==> src/rtl/serial_adder_pkg.sv <==
// serial_adder_pkg: shared definitions for the bit-serial adder/subtractor.
//   ST_IDLE / ST_RUN : FSM state encoding
//   DEFAULT_WIDTH    : default operand width
//   clog2()          : width of the bit counter for a given operand width
package serial_adder_pkg;

  localparam logic ST_IDLE = 1'b0;
  localparam logic ST_RUN  = 1'b1;

  localparam int DEFAULT_WIDTH = 8;

  // Bits needed to count 0..value-1; never less than one bit.
  function automatic int clog2(input int value);
    int r;
    r = 0;
    for (int v = value - 1; v > 0; v = v >> 1) r++;
    return (r < 1) ? 1 : r;
  endfunction

endpackage

==> src/rtl/serial_adder_fa_cell.sv <==
// fa_cell: single-bit full adder, purely combinational.
//   a, b : operand bits
//   cin  : carry in
//   s    : sum bit
//   cout : carry out (majority of a, b, cin)
module fa_cell (
  input  logic a,
  input  logic b,
  input  logic cin,
  output logic s,
  output logic cout
);

  logic half;

  // Two half adders plus an OR, as in the single-bit adder tile.
  assign half = a ^ b;
  assign s    = half ^ cin;
  assign cout = (a & b) | (cin & half);

endmodule

==> src/rtl/serial_adder.sv <==
// serial_adder: bit-serial adder/subtractor, LSB first, one bit per clock.
//   clk   : clock, rising edge
//   rst   : synchronous active-high reset
//   start : request, sampled only while idle
//   sub   : 0 = a+b, 1 = a-b (sampled with start)
//   a, b  : operands (sampled with start)
//   busy  : high while bits are processed
//   done  : one-cycle pulse when the result becomes valid
//   sum   : result, held from done until the next accepted start
//   cout  : final carry; for subtraction 1 means no borrow
//   ovf   : signed two's-complement overflow of the result
module serial_adder
  import serial_adder_pkg::*;
#(
  parameter int WIDTH = DEFAULT_WIDTH
) (
  input  logic             clk,
  input  logic             rst,
  input  logic             start,
  input  logic             sub,
  input  logic [WIDTH-1:0] a,
  input  logic [WIDTH-1:0] b,
  output logic             busy,
  output logic             done,
  output logic [WIDTH-1:0] sum,
  output logic             cout,
  output logic             ovf
);

  localparam int CNT_W = clog2(WIDTH);
  localparam logic [CNT_W-1:0] LAST = CNT_W'(WIDTH - 1);

  logic             state;
  logic             state_nxt;
  logic [WIDTH-1:0] a_sh;
  logic [WIDTH-1:0] b_sh;
  logic             carry;
  logic [CNT_W-1:0] cnt;
  logic             fa_s;
  logic             fa_c;
  logic             accept;
  logic             last_bit;

  assign accept   = (state == ST_IDLE) && start;
  assign last_bit = (state == ST_RUN) && (cnt == LAST);

  fa_cell u_fa (
    .a   (a_sh[0]),
    .b   (b_sh[0]),
    .cin (carry),
    .s   (fa_s),
    .cout(fa_c)
  );

  // State register
  always_ff @(posedge clk) begin
    if (rst) state <= ST_IDLE;
    else     state <= state_nxt;
  end

  // Next-state logic
  always_comb begin
    state_nxt = state;
    case (state)
      ST_IDLE: if (start)    state_nxt = ST_RUN;
      ST_RUN:  if (last_bit) state_nxt = ST_IDLE;
      default:               state_nxt = ST_IDLE;
    endcase
  end

  // Output decode
  always_comb begin
    busy = (state == ST_RUN);
  end

  // Control and result registers: carry, counter, done, sum, cout, ovf
  always_ff @(posedge clk) begin
    if (rst) begin
      carry <= 1'b0;
      cnt   <= '0;
      done  <= 1'b0;
      sum   <= '0;
      cout  <= 1'b0;
      ovf   <= 1'b0;
    end else begin
      done <= last_bit;
      if (accept) begin
        // Subtraction is a + ~b + 1: the +1 enters as the initial carry.
        carry <= sub;
        cnt   <= '0;
        sum   <= '0;
        cout  <= 1'b0;
        ovf   <= 1'b0;
      end else if (state == ST_RUN) begin
        sum   <= {fa_s, sum[WIDTH-1:1]};
        carry <= fa_c;
        cnt   <= cnt + CNT_W'(1);
        if (last_bit) begin
          cout <= fa_c;
          // Carry into the sign bit differing from carry out means overflow.
          ovf  <= carry ^ fa_c;
        end
      end
    end
  end

  // Operand shift registers; contents are don't-care outside RUN
  always_ff @(posedge clk) begin
    if (accept) begin
      a_sh <= a;
      b_sh <= sub ? ~b : b;
    end else if (state == ST_RUN) begin
      a_sh <= {1'b0, a_sh[WIDTH-1:1]};
      b_sh <= {1'b0, b_sh[WIDTH-1:1]};
    end
  end

endmodule

==> config.mk <==
export PLATFORM = sky130hd
export DESIGN_NAME = serial_adder
export DESIGN_NICKNAME = d
export VERILOG_FILES = /design/src/rtl/serial_adder_pkg.sv /design/src/rtl/serial_adder_fa_cell.sv /design/src/rtl/serial_adder.sv
export SDC_FILE = /design/constraint.sdc
export NUM_CORES = 1
export LEC_CHECK = 0
export CORE_MARGIN = 1
export CORE_UTILIZATION = 49
export CTS_BUF_LIST = sky130_fd_sc_hd__clkbuf_16
export CTS_CLUSTER_DIAMETER = 100
export CTS_CLUSTER_SIZE = 25
export DETAILED_ROUTE_END_ITERATION = 16
export GPL_TIMING_DRIVEN = 0
export HOLD_SLACK_MARGIN = 0.05
export PLACE_DENSITY = 0.78
export SLEW_MARGIN = 20
export SYNTH_ARGS = -nofsm -noshare
export SYNTH_HDL_FRONTEND = slang
export SYNTH_SLANG_ARGS = --single-unit
export TNS_END_PERCENT = 100
==> constraint.sdc <==
create_clock -name clk -period 1.7 [get_ports clk]
set_input_delay 0.51 -clock clk [delete_from_list [all_inputs] [get_ports clk]]
set_output_delay 0.51 -clock clk [all_outputs]
set_load 0.01 [all_outputs]
==> results.md, run 1 <==
- Worst-path fanout max: 2
- Post-layout utilization of the core: 73.4%
- Sink Count: 32
- Cell with the biggest individual delay on the critical path: clkdlybuf4s50_1
- Total number of placement rows: 18
- Count of nets left with antenna violations after detail routing: 0
- Number of global-route vias before repair: 942
- Number of nets at the end of the flow: 173
- Pin count of the biggest net entering global routing: 17
- Setup crit end kind: primary output
- Die Area: 3050 um^2
- Maximum level of the CTS H-tree: 2
- Height of the die: 55.2 um
- Count of state elements after synthesis: 32
- Number of port buffers: 30
- Part of the Yosys area used for sequential elements: 57.7%
- Synth top area share: 34.6%
- YS warnings: 0
- Pwr/cell area: 1050 nW/um^2
- Area of the core region: 2570 um^2
- Starting DRT DRC Count: 17
- Final number of hold-violating endpoints: 0
- Top Layer Used: met4
- Detail Route met2 WL: 1.28 mm
- # IOs: 32
- Die Wd: 55.2 um
- Result of the run: completed
- Max-slew violation total from the final report: 0
- Startpoint Class: flop
- Slew at the pin closest to its max-slew limit: 0.388 ns
- Final Critical Period: 1.65 ns
- Lkg Pwr: 0.863 nW
- Count of cells along the worst register-to-register path: 3
- Maximum number of buffers from clock root to sink: 2
- Netlist cell types: 21
- Number of synthesized flops with an enable pin: 16
- Amount of wire on met3 after detailed routing: 138 um
- Hold Slack: 0.469 ns
- Crit path buffers/inverters: 1
- Worst path arrival time: 1.14 ns
- Setup repair after global routing missed its margin: no
- HPWL after detailed placement: 1.84 mm
- Worst Skew: 0.00546 ns
- Number of buffers added to fix hold violations after cts: 0
- Count of cells along the worst hold path: 2
- Worst min path class: reg -> reg
- Gr ovfl total: 0
- Length of the first detailed-routing pass in iterations: 4
- Number of antenna violations at the first check in global routing: 0
- Maximum operating frequency: 0.607 GHz
- N_diodes: 0
- Global-route wire length before repair: 4.43 mm
- Worst-case setup slack after placement: -0.259 ns
- Main flop type after synthesis: edfxtp_1
- Final weighted congestion in routability-driven placement: 0.751
- Mapped Area: 1390 um^2
- Post-CTS clock slew at the launch and capture registers of the worst setup and hold paths: 0.05 ns
- Starting density of the core: 54.1%
- Via-per-instance ratio: 5.08
- Cells after Synth: 113
- Cell types with the largest area share after synthesis: edfxtp_1, dfxtp_1, mux2i_1
- Setup ws final: 0.0529 ns
- Overall routed net length: 2.62 mm
- Total Neg Setup Slack: 0 ns
- Critical-path cell list: clkdlybuf4s50_1
- Average instance area after synthesis: 12.3 um^2
- Largest stage delay on the critical path: 0.53 ns
- Final setup violation count: 0
- Proportion of register bits with asynchronous set or reset after synthesis: 0%
- Critical Path RT: 1.19 ns
- Total vias in the final route: 919
- CTS tree: done
- Design Power: 1.99 mW
- Worst IR Drop VDD: 851 uV
- Number of buffers inserted to repair setup after CTS: 0
- Area grow syn2layout: 35.7%
- Synth top cells by count: dfxtp_1, edfxtp_1, nor2_1, mux2i_1
- Cell class contributing the biggest share of worst-path delay: buffers and inverters
- Share of layout cells above drive strength 1: 16.6%
- Number of remaining DRC errors: 0
- Aggregate global-route resource usage: 19.4%
- Detailed-route wire length on metal 1: 1.14 mm
- Relative slew slack: 74.2%
- Clk root buf: clkbuf_16
- Number of cells on the critical path: 1
- Average wire per standard cell: 14.5 um
- Kind of critical path: reg -> out
- Total of max-cap violations: 0
- Part of the cycle the worst path needs: 96.9%
- Biggest area consumer among synthesized cells: edfxtp_1
- Post-Synthesis Net Count: 136
- Number of buffers added by the clock tree synthesis step: 5
- Clock latency at the later pin of the worst-skew pair: 0.27 ns
==> what timing repair did <==
| action | in CTS | in global routing |
|---|---|---|
| resized for setup | 1 | 8 |
| cloned | 0 | 0 |
| endpoints found under the setup margin | 1 | 10 |
==> worst paths after layout <==
check	from	endpoint	slack [ns]
max	cout	cout	0.05
min	cout	cout	0.47
max reg2reg	busy	a_sh[2]	0.15
min reg2reg	cout	cout	0.47
==> per-stage QoR <==
step | instance area [um^2] | instances
6_report | 1880 | 181
5_1_grt | 1880 | 181
4_1_cts | 1860 | 181
3_5_place_dp | 1730 | 173
3_3_place_gp | 1730 | 173
2_1_floorplan | 1390 | 113
==> metal layers <==
metal,GRT usage (%),vias up
li1,-,457
met1,23.0,428
met2,31.7,25
met3,6.79,9
met4,8.93,0
met5,0,-
==> kinds of logic (layout without fill, tap and decap cells) <==
| family | count (synthesis) | count (layout) | share of synthesized area, % |
|---|---|---|---|
| flip-flops | 32 | 32 | 57.7 |
| AO/OA/AOI/OAI | 10 | 10 | 3.60 |
| multiplexers | 19 | 19 | 15.2 |
| AND/OR/NAND/NOR | 31 | 31 | 9.82 |
| buffers and inverters | 8 | 46 | 4.14 |
| XOR/XNOR | 10 | 10 | 6.31 |
| adder cells (fa/ha/maj) | 3 | 3 | 3.24 |
==> state kept, by name, indices dropped and copies added (netlist names), 3 cells and up <==
| signal | count |
|---|---|
| a_sh | 8 |
| b_sh | 8 |
| cnt | 3 |
| sum | 8 |
==> cells in the final DEF, fill, tap and decap left out, drive strengths merged <==
cell type      netlist  final
nand3                1      1
mux2i               11     11
nor3                 1      1
clkbuf               0      5
buf                  7      7
dfxtp               16     16
clkinv               0      2
inv                  1      2
o21ai                7      7
a21oi                3      3
xor2                 1      1
ha                   2      2
edfxtp              16     16
or2                  1      1
dlymetal6s2s         0      8
nand2b               3      3
xnor2                9      9
fa                   1      1
nand2                9      9
nor2                16     16
clkdlybuf4s50        0     21
dlygate4sd2          0      1
mux2                 8      8
==> report_power, final <==
group	switching (mW)	internal, mW	total [mW]
sequential	0.0216	0.887	0.908
combinational	0.105	0.135	0.240
clock	0.307	0.531	0.839
total	0.434	1.55	1.99
==> layout make-up <==
cell class                 instances  area (um^2)
sequential                        32          801
fill                             199          683
multi-input combinational         73          531
timing repair buffer              30          319
clock buffer                       5          125
buffer                             7         53.8
tap                               30         37.5
clock inverter                     3         13.8
inverter                           1         3.75
Power figures use the tool's default switching activity.
==> inputs of run 2 (changes only) <==
Settings changed: GPL_ROUTABILITY_DRIVEN from default to 1, SLEW_MARGIN 20 to 5.
==> results of run 2 <==
No change in the layout: final DEF, timing and power equal those of run 1.
==> inputs of run 3 (changes only) <==
Settings changed: CORE_UTILIZATION 49 to 60, DONT_BUFFER_PORTS from default to 1, PLACE_DENSITY 0.78 to 0.76, TNS_END_PERCENT 100 to 5.
==> results.md, run 3 (synthesis results as in run 1) <==
- Final weighted congestion in routability-driven placement: 0.718 (was 0.751)
- Relative slew slack: 75.1% (was 74.2%)
- Slew at the pin closest to its max-slew limit: 0.373 ns (was 0.388 ns)
- Setup repair after global routing missed its margin: no (unchanged)
- Maximum level of the CTS H-tree: 2 (unchanged)
- Critical Path RT: 1.63 ns (was 1.19 ns)
- Global-route wire length before repair: 3.66 mm (was 4.43 mm)
- Area grow syn2layout: 12.4% (was 35.7%)
- Startpoint Class: flop (unchanged)
- Kind of critical path: reg -> reg (was reg -> out)
- Post-CTS clock slew at the launch and capture registers of the worst setup and hold paths: 0.05 ns (about the same)
- Number of buffers inserted to repair setup after CTS: 0 (unchanged)
- Total number of placement rows: 17 (was 18)
- Number of buffers added by the clock tree synthesis step: 5 (unchanged)
- Worst-case setup slack after placement: 0.0997 ns (was -0.259 ns)
- Number of antenna violations at the first check in global routing: 0 (unchanged)
- Cell class contributing the biggest share of worst-path delay: buffers and inverters (unchanged)
- Lkg Pwr: 0.615 nW (was 0.863 nW)
- Overall routed net length: 2.21 mm (was 2.62 mm)
- Number of nets at the end of the flow: 143 (was 173)
- Total vias in the final route: 810 (was 919)
- Sink Count: 32 (unchanged)
- Die Wd: 50.1 um (was 55.2 um)
- Cell with the biggest individual delay on the critical path: or2_2 (was clkdlybuf4s50_1)
- Number of remaining DRC errors: 0 (unchanged)
- Aggregate global-route resource usage: 20.9% (was 19.4%)
- Setup crit end kind: flop (was primary output)
- Maximum number of buffers from clock root to sink: 2 (unchanged)
- Post-route insts no fill: 149 (was 181)
- Post_cts resized: 0 (was 1)
- Final setup violation count: 0 (unchanged)
- Worst Skew: 0.00328 ns (was 0.00546 ns)
- Gr ovfl total: 0 (unchanged)
- Critical-path cell list: buf_6 -> buf_2 -> or2_2 (was clkdlybuf4s50_1)
- Pwr/cell area: 1220 nW/um^2 (was 1050 nW/um^2)
- Result of the run: completed (unchanged)
- Via-per-instance ratio: 5.44 (was 5.08)
- Maximum operating frequency: 0.626 GHz (was 0.607 GHz)
- Total Neg Setup Slack: 0 ns (unchanged)
- Count of nets left with antenna violations after detail routing: 0 (unchanged)
- Final number of hold-violating endpoints: 0 (unchanged)
- Clock latency at the later pin of the worst-skew pair: 0.27 ns (about the same)
- Number of buffers added to fix hold violations after cts: 0 (unchanged)
- N_diodes: 0 (unchanged)
- Largest stage delay on the critical path: 0.40 ns (was 0.53 ns)
- Placed cells: 141 (was 173)
- HPWL after detailed placement: 1.49 mm (was 1.84 mm)
- Number of global-route vias before repair: 824 (was 942)
- Crit path buffers/inverters: 2 (was 1)
- Worst-path fanout max: 16 (was 2)
- Design Power: 1.91 mW (was 1.99 mW)
- Length of the first detailed-routing pass in iterations: 4 (unchanged)
- Height of the die: 50.1 um (was 55.2 um)
- Final Critical Period: 1.60 ns (was 1.65 ns)
- Max-slew violation total from the final report: 0 (unchanged)
- # IOs: 32 (unchanged)
- Worst IR Drop VDD: 944 uV (was 851 uV)
- Setup ws final: 0.103 ns (was 0.0529 ns)
- Average wire per standard cell: 14.8 um (was 14.5 um)
- Most frequent cells in the layout: nor2_1, edfxtp_1, dfxtp_1 (was clkdlybuf4s50_1, nor2_1, edfxtp_1, dfxtp_1, mux2i_1)
- Worst min path class: in -> reg (was reg -> reg)
- Starting density of the core: 63.4% (was 54.1%)
- CTS tree: done (unchanged)
- Pin count of the biggest net entering global routing: 17 (unchanged)
- Clk root buf: clkbuf_16 (unchanged)
- Area of the core region: 2190 um^2 (was 2570 um^2)
- Part of the cycle the worst path needs: 93.9% (was 96.9%)
- Total of max-cap violations: 0 (unchanged)
- Number of port buffers: 0 (was 30)
- Share of layout cells above drive strength 1: 19.0% (was 16.6%)
- Starting DRT DRC Count: 13 (was 17)
- Largest registers ranked by flip-flop count: a_sh: 8 flops, b_sh: 8 flops, sum: 8 flops (unchanged)
- Worst path arrival time: 1.53 ns (was 1.14 ns)
- Die Area: 2510 um^2 (was 3050 um^2)
-- run 3: through the flow --
| step | hold slack [ns] | cell area [um^2] | utilization [%] |
|---|---|---|---|
| floorplan | 0.465 | 1390 | - |
| global placement | 0.477 | 1420 | 65.0 |
| detailed placement | 0.503 | 1420 | 65.0 |
| CTS | 0.303 | 1560 | 71.3 |
| global route | 0.299 | 1560 | 71.3 |
| finish | 0.302 | 1560 | 71.3 |
-- run 3: worst paths after layout --
path | start | depth (start not counted) | end | slack, ns
setup / recovery | busy | 3 | a_sh[6] | 0.10
hold / removal | rst | 1 | carry | 0.30
setup reg to reg | busy | 3 | a_sh[6] | 0.10
hold reg to reg | cnt[1] | 2 | cnt[1] | 0.51
-- run 3: worst reg2reg max path: stages, from the launching register on --
cell	delay [ns]
dfxtp_1	0.39
buf_6	0.17
buf_2	0.28
or2_2	0.41
-- run 3: power breakdown --
| part | internal, mW | switching (mW) | total (mW) |
|---|---|---|---|
| Combinational | 0.0954 | 0.0913 | 0.187 |
| Sequential | 0.887 | 0.0246 | 0.912 |
| Clock | 0.526 | 0.287 | 0.813 |
-- run 3: layout make-up --
| type | count | area [um^2] |
|---|---|---|
| flip-flops and latches | 32 | 801 |
| fillers | 157 | 629 |
| multi-input cells | 73 | 531 |
| clock buffers | 5 | 125 |
| plain buffers | 7 | 53.8 |
| well taps | 28 | 35.0 |
| clock inverters | 3 | 12.5 |
| inverters | 1 | 3.75 |
-- run 3: routing by layer --
layer | part of all wire, % | vias up | GRT usage (%)
met3 | 7.2 | 5 | 7.41
met4 | 1.9 | 0 | 12.9
li1 | - | 396 | -
met2 | 48 | 32 | 33.8
met1 | 43 | 377 | 23.1
met5 | 0 | - | 0
